**config.mk**
```make
export PLATFORM = sky130hd
export DESIGN_NAME = button_counter
export DESIGN_NICKNAME = d
export VERILOG_FILES = /design/src/rtl/button_counter_pkg.sv /design/src/rtl/button_counter_debounce.sv /design/src/rtl/button_counter.sv
export SDC_FILE = /design/constraint.sdc
export NUM_CORES = 1
export LEC_CHECK = 0
export ABC_AREA = 1
export CAP_MARGIN = 30
export CORE_MARGIN = 10
export CORE_UTILIZATION = 60
export DETAILED_ROUTE_END_ITERATION = 8
export GPL_ROUTABILITY_DRIVEN = 0
export PLACE_DENSITY_LB_ADDON = 0.1
export SYNTH_ARGS = -nofsm -noshare
export SYNTH_HDL_FRONTEND = slang
export SYNTH_HIERARCHICAL = 1
export SYNTH_SLANG_ARGS = --single-unit
```
**constraint.sdc**
```tcl
create_clock -name clk -period 2.1 [get_ports clk]
set_input_delay 0.21 -clock clk [delete_from_list [all_inputs] [get_ports clk]]
set_output_delay 0.21 -clock clk [all_outputs]
set_load 0.03 [all_outputs]
```
**src/rtl/button_counter_pkg.sv**
```systemverilog
`default_nettype none
// ============================================================================
//  Module      : button_counter_pkg
//  Description : Shared types and helpers for the debounced up/down button
//                counter: debouncer FSM state encoding and the elaboration-time
//                computation of the debounce interval in clock cycles.
//  Revision    : 1.0 - initial release
// ============================================================================
package button_counter_pkg;

  // Debouncer states; a button is either settled (IDLE/PRESSED) or waiting
  // for its new level to stay stable long enough (ARM_PRESS/ARM_RELEASE).
  typedef enum logic [1:0] {
    IDLE        = 2'd0,
    ARM_PRESS   = 2'd1,
    PRESSED     = 2'd2,
    ARM_RELEASE = 2'd3
  } deb_state_e;

  // Number of clock cycles a synchronized level must remain stable.
  function automatic int unsigned calc_deb_cycles(input int unsigned clk_freq,
                                                  input int unsigned debounce_ms);
    return (clk_freq / 1000) * debounce_ms;
  endfunction

endpackage : button_counter_pkg
`default_nettype wire

```
**src/rtl/button_counter_debounce.sv**
```systemverilog
`default_nettype none
// ============================================================================
//  Module      : btn_debounce
//  Description : Debounces one raw active-low push-button. Two-flop
//                synchronizer, four-state stability FSM and a stability
//                counter; emits a registered one-cycle pulse per accepted press.
//  Revision    : 1.0 - initial release
// ============================================================================
module btn_debounce
  import button_counter_pkg::*;
#(
  parameter int unsigned DEB_CYCLES = 4
) (
  input  logic clk,
  input  logic rst_n,
  input  logic btn_n,
  output logic pulse
);

  // A counter of CNT_W bits can reach DEB_CYCLES-1; guard the degenerate
  // case so the width is never zero (the top rejects DEB_CYCLES < 2).
  localparam int unsigned    CNT_W    = (DEB_CYCLES > 1) ? $clog2(DEB_CYCLES) : 1;
  localparam logic [CNT_W-1:0] CNT_LAST = CNT_W'(DEB_CYCLES - 1);

  logic [1:0]       sync_q,  sync_d;
  deb_state_e       state_q, state_d;
  logic [CNT_W-1:0] cnt_q,   cnt_d;
  logic             pulse_q, pulse_d;
  logic             w_pressed;

  // Synchronizer shift: bit 0 samples the raw pin, bit 1 is the safe copy.
  always_comb begin
    sync_d = {sync_q[0], btn_n};
  end

  // Buttons are active-low; the FSM works on a positive "pressed" sense.
  assign w_pressed = ~sync_q[1];

  // Synchronizer flops reset to the released level (1).
  always_ff @(posedge clk or negedge rst_n) begin
    if (!rst_n) begin
      sync_q <= 2'b11;
    end else begin
      sync_q <= sync_d;
    end
  end

  // Next-state, stability counter and pulse decode.
  always_comb begin
    state_d = state_q;
    cnt_d   = cnt_q;
    pulse_d = 1'b0;
    case (state_q)
      IDLE: begin
        if (w_pressed) begin
          state_d = ARM_PRESS;
          cnt_d   = '0;
        end
      end
      ARM_PRESS: begin
        if (!w_pressed) begin
          state_d = IDLE;
        end else if (cnt_q == CNT_LAST) begin
          state_d = PRESSED;
          pulse_d = 1'b1;
        end else begin
          cnt_d = cnt_q + 1'b1;
        end
      end
      PRESSED: begin
        if (!w_pressed) begin
          state_d = ARM_RELEASE;
          cnt_d   = '0;
        end
      end
      ARM_RELEASE: begin
        // A bounce back to pressed resumes PRESSED silently, so a held
        // button never produces a second pulse.
        if (w_pressed) begin
          state_d = PRESSED;
        end else if (cnt_q == CNT_LAST) begin
          state_d = IDLE;
        end else begin
          cnt_d = cnt_q + 1'b1;
        end
      end
      default: begin
        state_d = IDLE;
        cnt_d   = '0;
      end
    endcase
  end

  // State, counter and pulse registers; reset aborts any debounce in flight.
  always_ff @(posedge clk or negedge rst_n) begin
    if (!rst_n) begin
      state_q <= IDLE;
      cnt_q   <= '0;
      pulse_q <= 1'b0;
    end else begin
      state_q <= state_d;
      cnt_q   <= cnt_d;
      pulse_q <= pulse_d;
    end
  end

  assign pulse = pulse_q;

endmodule : btn_debounce
`default_nettype wire

```
**src/rtl/button_counter.sv**
```systemverilog
`default_nettype none
// ============================================================================
//  Module      : button_counter
//  Description : 8-bit up/down counter driven by two debounced active-low
//                push-buttons. Counts modulo 256 or saturates, per WRAP.
//  Revision    : 1.0 - initial release
// ============================================================================
module button_counter
  import button_counter_pkg::*;
#(
  parameter int unsigned CLK_FREQ    = 25_000_000,
  parameter int unsigned DEBOUNCE_MS = 10,
  parameter int unsigned WRAP        = 1
) (
  input  logic       clk,
  input  logic       rst_n,
  input  logic       btn_up,
  input  logic       btn_down,
  output logic [7:0] leds,
  output logic       pulse_up,
  output logic       pulse_down
);

  localparam int unsigned DEB_CYCLES = calc_deb_cycles(CLK_FREQ, DEBOUNCE_MS);

  // The FSM needs at least two stable samples to tell a press from noise.
  if (DEB_CYCLES < 2) begin : g_deb_check
    $error("button_counter: DEB_CYCLES must be >= 2");
  end

  logic [7:0] leds_q, leds_d;
  logic       w_pulse_up;
  logic       w_pulse_down;

  btn_debounce #(
    .DEB_CYCLES (DEB_CYCLES)
  ) u_deb_up (
    .clk   (clk),
    .rst_n (rst_n),
    .btn_n (btn_up),
    .pulse (w_pulse_up)
  );

  btn_debounce #(
    .DEB_CYCLES (DEB_CYCLES)
  ) u_deb_down (
    .clk   (clk),
    .rst_n (rst_n),
    .btn_n (btn_down),
    .pulse (w_pulse_down)
  );

  // Count update: simultaneous up and down cancel; WRAP=0 clamps at the ends.
  always_comb begin
    leds_d = leds_q;
    case ({w_pulse_up, w_pulse_down})
      2'b10: begin
        if ((WRAP != 0) || (leds_q != 8'hFF)) begin
          leds_d = leds_q + 8'd1;
        end
      end
      2'b01: begin
        if ((WRAP != 0) || (leds_q != 8'h00)) begin
          leds_d = leds_q - 8'd1;
        end
      end
      default: begin
        leds_d = leds_q;
      end
    endcase
  end

  // Count register, cleared immediately by reset.
  always_ff @(posedge clk or negedge rst_n) begin
    if (!rst_n) begin
      leds_q <= 8'd0;
    end else begin
      leds_q <= leds_d;
    end
  end

  assign leds       = leds_q;
  assign pulse_up   = w_pulse_up;
  assign pulse_down = w_pulse_down;

endmodule : button_counter
`default_nettype wire

```
==> impl_metrics.yaml <==
global_route:
  grt_pass1_vias: 2897
  grt_max_degree: 55
  gr-total-overflow: 0
  grt_use_total_pct: 15.74
  grt_antenna_before_repair: 0
  grt_first_pass_wirelength_um: 13080
setup_path:
  crit_path_end_kind: "flop"
  cp.required_ps: 2300
  cp_max_fo: 5
  worstPathCellList: "ha_1, inv_1, nand2_1, nand2_1, inv_1, ha_1, a21oi_1, inv_1, nand2_1, nand3_1, nand2_1, o21ai_1"
  start_kind: "flop"
  worstSetupPathType: "reg -> reg"
  crit_family: "simple AND/OR/NAND/NOR gates"
  cpMaxStageDelayCell: "dfrtp_1"
  crit_top_cell: "nand2_1"
  crit_buf_inv: 3
  crit_arrival_ps: 2060
  critical_path.max_stage_delay_ps: 420
clocking:
  cts_root_buf: "clkbuf_8"
  cts_buffer_depth: 2
  cts_max_level: 2
  worstSkewPairLatency_ps: 310
  cts_resized: 0
  cts_buffers: 5
  postCtsSetupRepairBufs: 0
  cts_tree: "yes"
  clk_pin_slew_ps: 100
  cts.sinks: 54
  postCtsHoldBufs: 1
floorplan:
  die_h_um: 96.89
  die_x_um: 96.89
  core_area_um2: 5608
  rows: 27
  io_pins: 14
  initial_core_util_pct: 63.25
  die_area_um2: 9388
detailed_routing:
  firstDrtPassIters: 4
  vias_per_cell: 5.156
  drc: 0
  ant_nets: 0
  routedWlPerCell_um: 12.04
  drt_iter0_drc: 125
  via_count: 3099
  wirelength_um: 7235
layout:
  final_common_cell: "nand2_1"
  final_cell_mix: "177 x nand2_1, 67 x inv_1, 51 x nand3_1"
  drive_above_1_share_pct: 9.452
  final-instance-count-excl-fill: 601
  fin_area_um2: 3806
  insertedDiodeCount: 0
  nets: 537
  fillCellCount: 516
  fin_util_pct: 67.87
  syn_to_final_growth_pct: 7.302
timing:
  max_freq_mhz: 538.2
  timing.final.crit_share_pct: 88.48
  worstMarginPinSlew_ps: 473.7
  clock_skew_ps: 13.76
  rsz0062_at_grt: "no"
  hold_violations: 0
  tns_ps: 0
  worst_slack_ps: 241.8
  finalSetupViolations: 0
  fin_crit_ps: 1858
  slew_viol_final: 0
  slew_headroom_pct: 68.39
power_and_ir_drop:
  power.density_nw_per_um2: 460.8
  p_leak_nw: 1.819
  vdd_drop_max_v: 0.0002582
yosys:
  synth_xor_area_share_pct: 3.457
  netlist_area_um2: 3547
  synthMuxAreaShare_pct: 0
  synth-compound-area-share_pct: 6.702
  ys_types: 31
  syn_inst: 514
  synthSimpleGateAreaFrac_pct: 39.93
  yosysSeqAreaShare_pct: 38.24
  synthAdderAreaFrac_pct: 1.764
  synth_seq_cells: 54
  avgSynthCellArea_um2: 6.901
  syn-num-nets: 523
  synth_top_family_by_area: "simple AND/OR/NAND/NOR gates"
  ys.warnings.count: 6
run_status:
  status: "complete, no violations"
run:
  maxCapViolCount: 0
placement:
  hpwl_um: 5436
  dp_cells: 592
  numPortBuffers: 13
  dpl_cell_area_um2: 3709
  place_ws_ps: 262.0
min_path:
  hp-class: "in -> reg"
==> kinds of logic after synthesis <==
logic type      count (synthesis)
fa+ha+maj                       5
xor+xnor                       14
simple gates                  321
buf+inv                        80
flops                          54
compound gates                 40
==> area by class of cell <==
cell class	instances	area (um2)	share of cell area, %
well taps	72	90.09	2.367
repair buffers	17	170.2	4.471
multi-input cells	380	1839	48.32
clock buffers	5	68.82	1.808
flip-flops and latches	54	1356	35.63
inverters	70	262.8	6.903
clock inverters	3	18.77	0.4931
==> metal layers <==
layer / up-vias / wire length, um / track usage [%] / part of all wire, %
met4: 0 / 129 / 5.975 / 1.8
met2: 54 / 3482 / 25.87 / 48
met3: 10 / 274 / 3.123 / 3.8
li1: 1643 / - / - / -
met1: 1392 / 3348 / 19.76 / 46
met5: - / 0 / 0 / 0
==> report_power, final <==
group	switching, W	internal [W]	leakage (nW)
registers	0.0000212	0.00106	0.732
logic	0.0000622	0.0000296	1.04
clock network	0.000343	0.000236	0.0483
==> through the flow <==
| step | hold slack (ps) | power [W] |
|---|---|---|
| floorplan | -85.59 | 0.001155 |
| global placement | 226.0 | 0.001194 |
| detailed placement | 226.4 | 0.001196 |
| CTS | 282.1 | 0.001779 |
| global route | 280.0 | 0.001840 |
| finish | 294.0 | 0.001754 |
==> worst paths after layout <==
| path | from | end | cells past startpoint | slack (ps) |
|---|---|---|---|---|
| hold / removal | btn_down | u_deb_down/sync_q[0] | 1 | 290 |
| min in group asynchronous | rst_n | u_deb_up/cnt_q[16] | 3 | 420 |
| hold reg to reg | u_deb_down/sync_q[0] | u_deb_down/sync_q[1] | 0 | 360 |
| setup reg to reg | u_deb_down/pulse | leds[4] | 12 | 240 |
| max in group asynchronous | rst_n | u_deb_up/sync_q[0] | 3 | 1400 |
| setup / recovery | u_deb_down/pulse | leds[4] | 12 | 240 |
==> sequential cells by signal, summed over array words and instances (netlist names), named ones only <==
name	count
u_deb_up/cnt_q	18
u_deb_down/sync_q	2
u_deb_up/pulse	1
u_deb_up/state_q	1
leds	8
u_deb_down/pulse	1
u_deb_up/sync_q	2
u_deb_down/cnt_q	18
u_deb_down/state_q	1
==> cells in the mapped netlist <==
| cell type | n | area share [%] |
|---|---|---|
| nor3_1 | 4 | 0.56 |
| o21ai_2 | 3 | 0.74 |
| nand2_4 | 1 | 0.32 |
| buf_2 | 2 | 0.28 |
| nand2_1 | 177 | 19 |
| buf_4 | 1 | 0.21 |
| inv_1 | 67 | 7.1 |
| nor2_1 | 46 | 4.9 |
| o21ai_0 | 17 | 2.4 |
| clkbuf_1 | 1 | 0.11 |
| buf_6 | 6 | 1.9 |
| nand3b_1 | 1 | 0.21 |
| nor4_1 | 2 | 0.35 |
| xnor2_1 | 5 | 1.2 |
| dfstp_2 | 4 | 3.0 |
| nand3_1 | 51 | 7.2 |
| nor2_2 | 13 | 2.3 |
| a21oi_1 | 5 | 0.71 |
| xor2_1 | 9 | 2.2 |
| o21ai_1 | 9 | 1.3 |
| dfrtp_1 | 50 | 35 |
| nor2_4 | 2 | 0.63 |
| o21bai_4 | 1 | 0.53 |
| nand4_1 | 11 | 1.9 |
| ha_1 | 5 | 1.8 |
| nand2_2 | 3 | 0.53 |
| o21bai_1 | 5 | 1.1 |
| nand3_2 | 5 | 1.4 |
| inv_2 | 3 | 0.32 |
| or2_2 | 3 | 0.53 |
| or2_1 | 2 | 0.35 |
==> worst register-to-register path, delay by kind of cell, from the launching register on <==
family / cells / cell delay [ps]
AO/OA/AOI/OAI: 2 / 260
adder cells (fa/ha/maj): 2 / 390
flip-flops: 1 / 420
buffers and inverters: 3 / 280
AND/OR/NAND/NOR: 5 / 420
Power figures use the tool's default switching activity.
